$ cat config.mk
export PLATFORM = sky130hd
export DESIGN_NAME = gen_arb_mux
export DESIGN_NICKNAME = d
export VERILOG_FILES = /design/src/rtl/gen_arb_mux.sv
export SDC_FILE = /design/constraint.sdc
export NUM_CORES = 1
export LEC_CHECK = 0
export CAP_MARGIN = 20
export CORE_MARGIN = 2
export CORE_UTILIZATION = 37
export DETAILED_ROUTE_END_ITERATION = 10
export PLACE_DENSITY = 0.82
export SLEW_MARGIN = 20
export SYNTH_ARGS = -nofsm -noshare
export SYNTH_HDL_FRONTEND = slang
export SYNTH_SLANG_ARGS = --single-unit
$ cat constraint.sdc
create_clock -name clk -period 3.5 [get_ports clk]
set_input_delay 0.525 -clock clk [delete_from_list [all_inputs] [get_ports clk]]
set_output_delay 0.525 -clock clk [all_outputs]
set_load 0.03 [all_outputs]
$ cat src/rtl/gen_arb_mux.sv
// gen_arb_mux: N-channel packet-locked registered stream mux
// Round-robin or fixed-priority grant held for a whole packet.
module gen_arb_mux #(
  parameter int WIDTH = 32,
  parameter int NCH   = 4,
  parameter int SELW  = 2,
  parameter int MODE  = 0
) (
  input  logic                 clk,
  input  logic                 rst,
  input  logic [NCH-1:0]       in_valid,
  input  logic [NCH*WIDTH-1:0] in_data,
  input  logic [NCH-1:0]       in_last,
  output logic [NCH-1:0]       in_ready,
  output logic                 out_valid,
  output logic [WIDTH-1:0]     out_data,
  output logic                 out_last,
  output logic [SELW-1:0]      out_ch,
  input  logic                 out_ready
);

  typedef enum logic {
    ARB  = 1'b0,
    LOCK = 1'b1
  } state_t;

  state_t state;
  state_t state_nxt;

  logic [SELW-1:0]  grant;
  logic [SELW-1:0]  grant_nxt;
  logic [SELW-1:0]  rr_ptr;
  logic [SELW-1:0]  rr_ptr_nxt;
  logic [SELW-1:0]  winner;
  logic             any_valid;
  logic             acc_en;
  logic             accept;
  logic             sel_valid;
  logic             sel_last;
  logic [WIDTH-1:0] sel_data;

  assign any_valid = |in_valid;

  // The output slot is free when empty or being drained this cycle.
  assign acc_en = (state == LOCK) && (!out_valid || out_ready);

  assign accept = acc_en && sel_valid;

  // Pick the valid channel closest (cyclically) to the search start.
  always_comb begin : find_winner
    int start;
    int d;
    int best_d;
    winner = '0;
    best_d = NCH;
    start  = (MODE == 0) ? int'(rr_ptr) : 0;
    for (int c = 0; c < NCH; c++) begin
      d = c - start;
      if (d < 0) d = d + NCH;
      if (in_valid[c] && (d < best_d)) begin
        best_d = d;
        winner = SELW'(c);
      end
    end
  end

  // Route the granted channel's beat to the output register input.
  always_comb begin
    sel_valid = 1'b0;
    sel_last  = 1'b0;
    sel_data  = '0;
    for (int c = 0; c < NCH; c++) begin
      if (grant == SELW'(c)) begin
        sel_valid = in_valid[c];
        sel_last  = in_last[c];
        sel_data  = in_data[c*WIDTH +: WIDTH];
      end
    end
  end

  // Only the granted channel may see ready; never a function of in_valid.
  always_comb begin
    in_ready = '0;
    for (int c = 0; c < NCH; c++) begin
      in_ready[c] = acc_en && (grant == SELW'(c));
    end
  end

  // Arbitrate in ARB, hold the grant until the last beat is taken.
  always_comb begin
    state_nxt  = state;
    grant_nxt  = grant;
    rr_ptr_nxt = rr_ptr;
    unique case (state)
      ARB: begin
        if (any_valid) begin
          grant_nxt = winner;
          state_nxt = LOCK;
        end
      end
      LOCK: begin
        if (accept && sel_last) begin
          state_nxt = ARB;
          if (MODE == 0) begin
            if (grant == SELW'(NCH - 1))
              rr_ptr_nxt = '0;
            else
              rr_ptr_nxt = grant + 1'b1;
          end
        end
      end
      default: state_nxt = ARB;
    endcase
  end

  // Control state registers.
  always_ff @(posedge clk) begin
    if (rst) begin
      state  <= ARB;
      grant  <= '0;
      rr_ptr <= '0;
    end else begin
      state  <= state_nxt;
      grant  <= grant_nxt;
      rr_ptr <= rr_ptr_nxt;
    end
  end

  // Output stage: load on accept, clear valid on a drain without reload.
  always_ff @(posedge clk) begin
    if (rst) begin
      out_valid <= 1'b0;
      out_data  <= '0;
      out_last  <= 1'b0;
      out_ch    <= '0;
    end else if (accept) begin
      out_valid <= 1'b1;
      out_data  <= sel_data;
      out_last  <= sel_last;
      out_ch    <= grant;
    end else if (out_ready) begin
      out_valid <= 1'b0;
    end
  end

endmodule

==> results by group <==
Power and ir drop
  • PwrDens: 419 nW/um2
  • Clock Power Share: 17.5%
  • Switching power: 0.000757 W
  • Leakage power: 1.80 nW
  • Share of power burned in registers: 30.2%
  • P_int: 0.00120 W
  • Sw Ratio: 38.7%
  • Max IR drop VDD: 219 uV
  • Comb pwr share: 52.3%

Layout
  • Layout overhead on the synthesized area: 67.8%
  • Share of post-route cells with drive strength above 1: 9.92%
  • Multi-input logic area: 1660 um2
  • Fin util: 64.1%
  • Fin nets: 648
  • # fillers: 656
  • N_diodes: 0
  • FF/Latch Area: 821 um2

Floorplanning
  • Die width: 90.8 um
  • Die ar.: 8240 um2
  • IO Pins: 179
  • Floorplan die height: 90.8 um
  • Row cnt: 31
  • Core area: 7290 um2
  • Initial core utilization: 38.2%

Synth
  • FF+latch count, synth: 41
  • Synth top area share: 29.5%
  • Syn nets: 492
  • Synth unique cells: 38
  • Post-Synthesis Cell Area: 2790 um2
  • Yosys warning total: 0
  • Compound-Gate Fraction of Synth Area: 33.7%
  • Mapped Cells: 347
  • Post-Synth XOR/XNOR Area: 0.314%
  • Mux contribution to synthesized area: 0.718%
  • Largest family of logic cells by synthesized area: compound AO/OA/AOI/OAI gates
  • Post-synth top area cell: dfxtp_1
  • Post-synthesis sequential area ratio: 29.5%
  • Avg Cell Area, Syn: 8.03 um2
  • Simple-Gate Fraction of Synth Area: 21.8%
  • Synth Area in Adders: 2.69%
  • Synth top area cells: dfxtp_1 29%, a221o_1 11%, a221oi_1 9.7%, nor3_2 9.0%, a21oi_1 7.4%

Global routing
  • Vias in the first global route: 3,175
  • Total Routing Usage GR: 22.6%
  • Global-route wire length before repair: 15.4 mm
  • Initial antenna violation count: 0
  • Grt ovf: 0
  • Largest net degree at the start of global routing: 39

Worst hold path
  • Hold Path Depth: 2
  • Hold Path Class: reg2reg

Job
  • Maximum Capacitance Violations: 0

Routing
  • DRT Wirelength: 9.81 mm
  • Via/cell ratio: 5.43
  • DRT antenna net count: 0
  • DRT iter0 DRCs: 115
  • DRC: 0
  • Routed len/inst: 16.3 um
  • First-pass DRT Iterations: 4
  • Vias: 3,275

Timing
  • Period utilisation layout: 88.7%
  • Final setup viols: 0
  • Clock skew: 0.00446 ns
  • Worst slew margin relative to its limit: 41.0%
  • Endpoints failing hold: 0
  • TNS Setup: 0 ns
  • Fmax achieved: 322 MHz
  • RSZ-0062 raised after global routing: false
  • Slew Viols, Final: 0
  • Final min period: 3.11 ns
  • Worst Tran Pin Value: 0.884 ns

CTS
  • Root Driver: clkbuf_8
  • Post-CTS Hold Buffers: 0
  • CTS sink cnt: 41
  • Clock buffer depth: 2
  • Worst-path clk slew: 0.08 ns
  • Post-CTS Resized: 0
  • Post-CTS Setup Bufs: 0
  • H-tree depth: 2
  • Worst skew pair latency: 0.29 ns
  • TritonCTS clock tree: built
  • Clock buffer count from CTS: 5

Worst setup path
  • Max incr delay on CP: 0.65 ns
  • Critical Path Start Type: input pin
  • Worst Setup Path Type: in2reg
  • Max FO, Critical Path: 9
  • CP endpoint kind: register
  • R2r worst-path depth: 8
  • Worst path arrival time: 3.31 ns
  • Worst path required time: 3.70 ns
  • Crit-path slowest cell: clkdlybuf4s50_1
  • Critical path cell sequence: clkdlybuf4s50_1 > mux2i_1 > a32oi_1 > ha_1 > o21a_1 > o22ai_1 > nand2_1 > a21o_1 > ha_1 > a21oi_1 > nand2_1 > a311oi_1

Place
  • Routability Congestion: 0.856
  • Post-DP HPWL: 7.03 mm
  • Port Buf Inserts: 178

Outcome
  • Status: finished, final reports clean
-- layout make-up --
| cell class | count | share of cell area [%] |
|---|---|---|
| Sequential cell | 41 | 17.5 |
| Inverter | 37 | 2.97 |
| Tap cell | 99 | 2.65 |
| Clock inverter | 1 | 0.107 |
| Timing Repair Buffer | 186 | 39.3 |
| Multi-Input combinational cell | 232 | 35.4 |
| Clock buffer | 7 | 2.06 |
-- stage by stage --
| step | total power, W | hold WS, ns | setup WS [ns] | cell area [um2] | cells |
|---|---|---|---|---|---|
| after global placement | 0.00160 | 0.440 | 0.369 | 4580 | 595 |
| after global routing | 0.00207 | 0.494 | 0.285 | 4680 | 603 |
| final | 0.00196 | 0.464 | 0.394 | 4680 | 603 |
| after floorplan | 0.00123 | 0.481 | 0.844 | 2790 | 347 |
| after detailed placement | 0.00163 | 0.453 | 0.165 | 4580 | 595 |
| after CTS | 0.00197 | 0.465 | 0.465 | 4680 | 603 |
-- cells in the final DEF, fill, tap and decap left out, drive strengths merged, types with 2 or more instances in the layout --
cell type / instances
buf: 9
a32oi: 2
nor2b: 3
clkbuf: 7
and3: 4
inv: 37
a21o: 3
nor2: 41
nor3: 32
nand2b: 3
nand2: 13
a21oi: 43
a221o: 32
clkdlybuf4s50: 177
a221oi: 31
mux2i: 2
ha: 6
dfxtp: 41
o21ai: 4
-- path summary, 6_finish.rpt --
check	startpoint	to	slack, ns
min reg2reg	out_ch[0]	out_ch[0]	0.46
max reg2reg	grant[0]	out_data[29]	0.74
min	out_ch[0]	out_ch[0]	0.46
max	in_valid[0]	grant[1]	0.39
-- power by group through the flow --
stage	Sequential, W	Combinational (W)	Clock (W)
2_1_floorplan	0.000729	0.000499	0
4_1_cts	0.000590	0.00103	0.000350
3_5_place_dp	0.000601	0.00102	0
6_report	0.000591	0.00102	0.000343
5_1_grt	0.000600	0.00110	0.000370
3_3_place_gp	0.000596	0.00100	0
-- registers in the layout (all words and copies together), names as in the netlist --
signal and flops:
out_valid 1, rr_ptr 2, state 1, grant 2
out_ch 2, out_data 32, out_last 1
-- synthesized netlist by cell type --
| master | count |
|---|---|
| a21oi_1 | 41 |
| dfxtp_1 | 41 |
| nor2_1 | 41 |
| inv_1 | 37 |
| a221o_1 | 32 |
| a221oi_1 | 31 |
| nor3_2 | 25 |
| clkbuf_1 | 24 |
| nand2_1 | 13 |
| nor3_1 | 7 |
| buf_2 | 6 |
| ha_1 | 6 |
| and3_1 | 4 |
| buf_6 | 4 |
| o21ai_0 | 4 |
| a21o_1 | 3 |
| buf_1 | 3 |
| nand2b_1 | 3 |
| mux2i_1 | 2 |
| nor2b_1 | 2 |
| a211oi_2 | 1 |
| a21oi_2 | 1 |
| a21oi_4 | 1 |
| a311oi_1 | 1 |
| a31oi_1 | 1 |
| a32oi_1 | 1 |
| a32oi_2 | 1 |
| and4_1 | 1 |
| and4b_1 | 1 |
| nand3b_1 | 1 |
| nor2b_4 | 1 |
| nor3b_1 | 1 |
| o21a_1 | 1 |
| o22ai_1 | 1 |
| o32ai_1 | 1 |
| or3_1 | 1 |
| or3b_2 | 1 |
| xnor2_1 | 1 |
-- cells by family after synthesis --
logic type | count (synthesis)
AOI/OAI and AO/OA | 121
muxes | 2
xor gates and xnor gates | 1
adders and majority gates | 6
DFF | 41
buffers and inverters | 74
and+or+nand+nor | 102
-- critical path, delay by kind of cell --
kind / cells / cell delay (ns)
AOI/OAI and AO/OA: 6 / 1.05
adders and majority gates: 2 / 0.61
buffers and inverters: 1 / 0.65
muxes: 1 / 0.25
and+or+nand+nor: 2 / 0.20
-- routing by layer --
| layer | routed length, um | GRT usage [%] | up-vias |
|---|---|---|---|
| li1 | - | - | 1590 |
| met1 | 4080 | 26.6 | 1561 |
| met2 | 5100 | 42.6 | 116 |
| met3 | 533 | 3.59 | 8 |
| met4 | 98 | 5.43 | 0 |
| met5 | 0 | 0 | - |
Power figures use the tool's default switching activity.
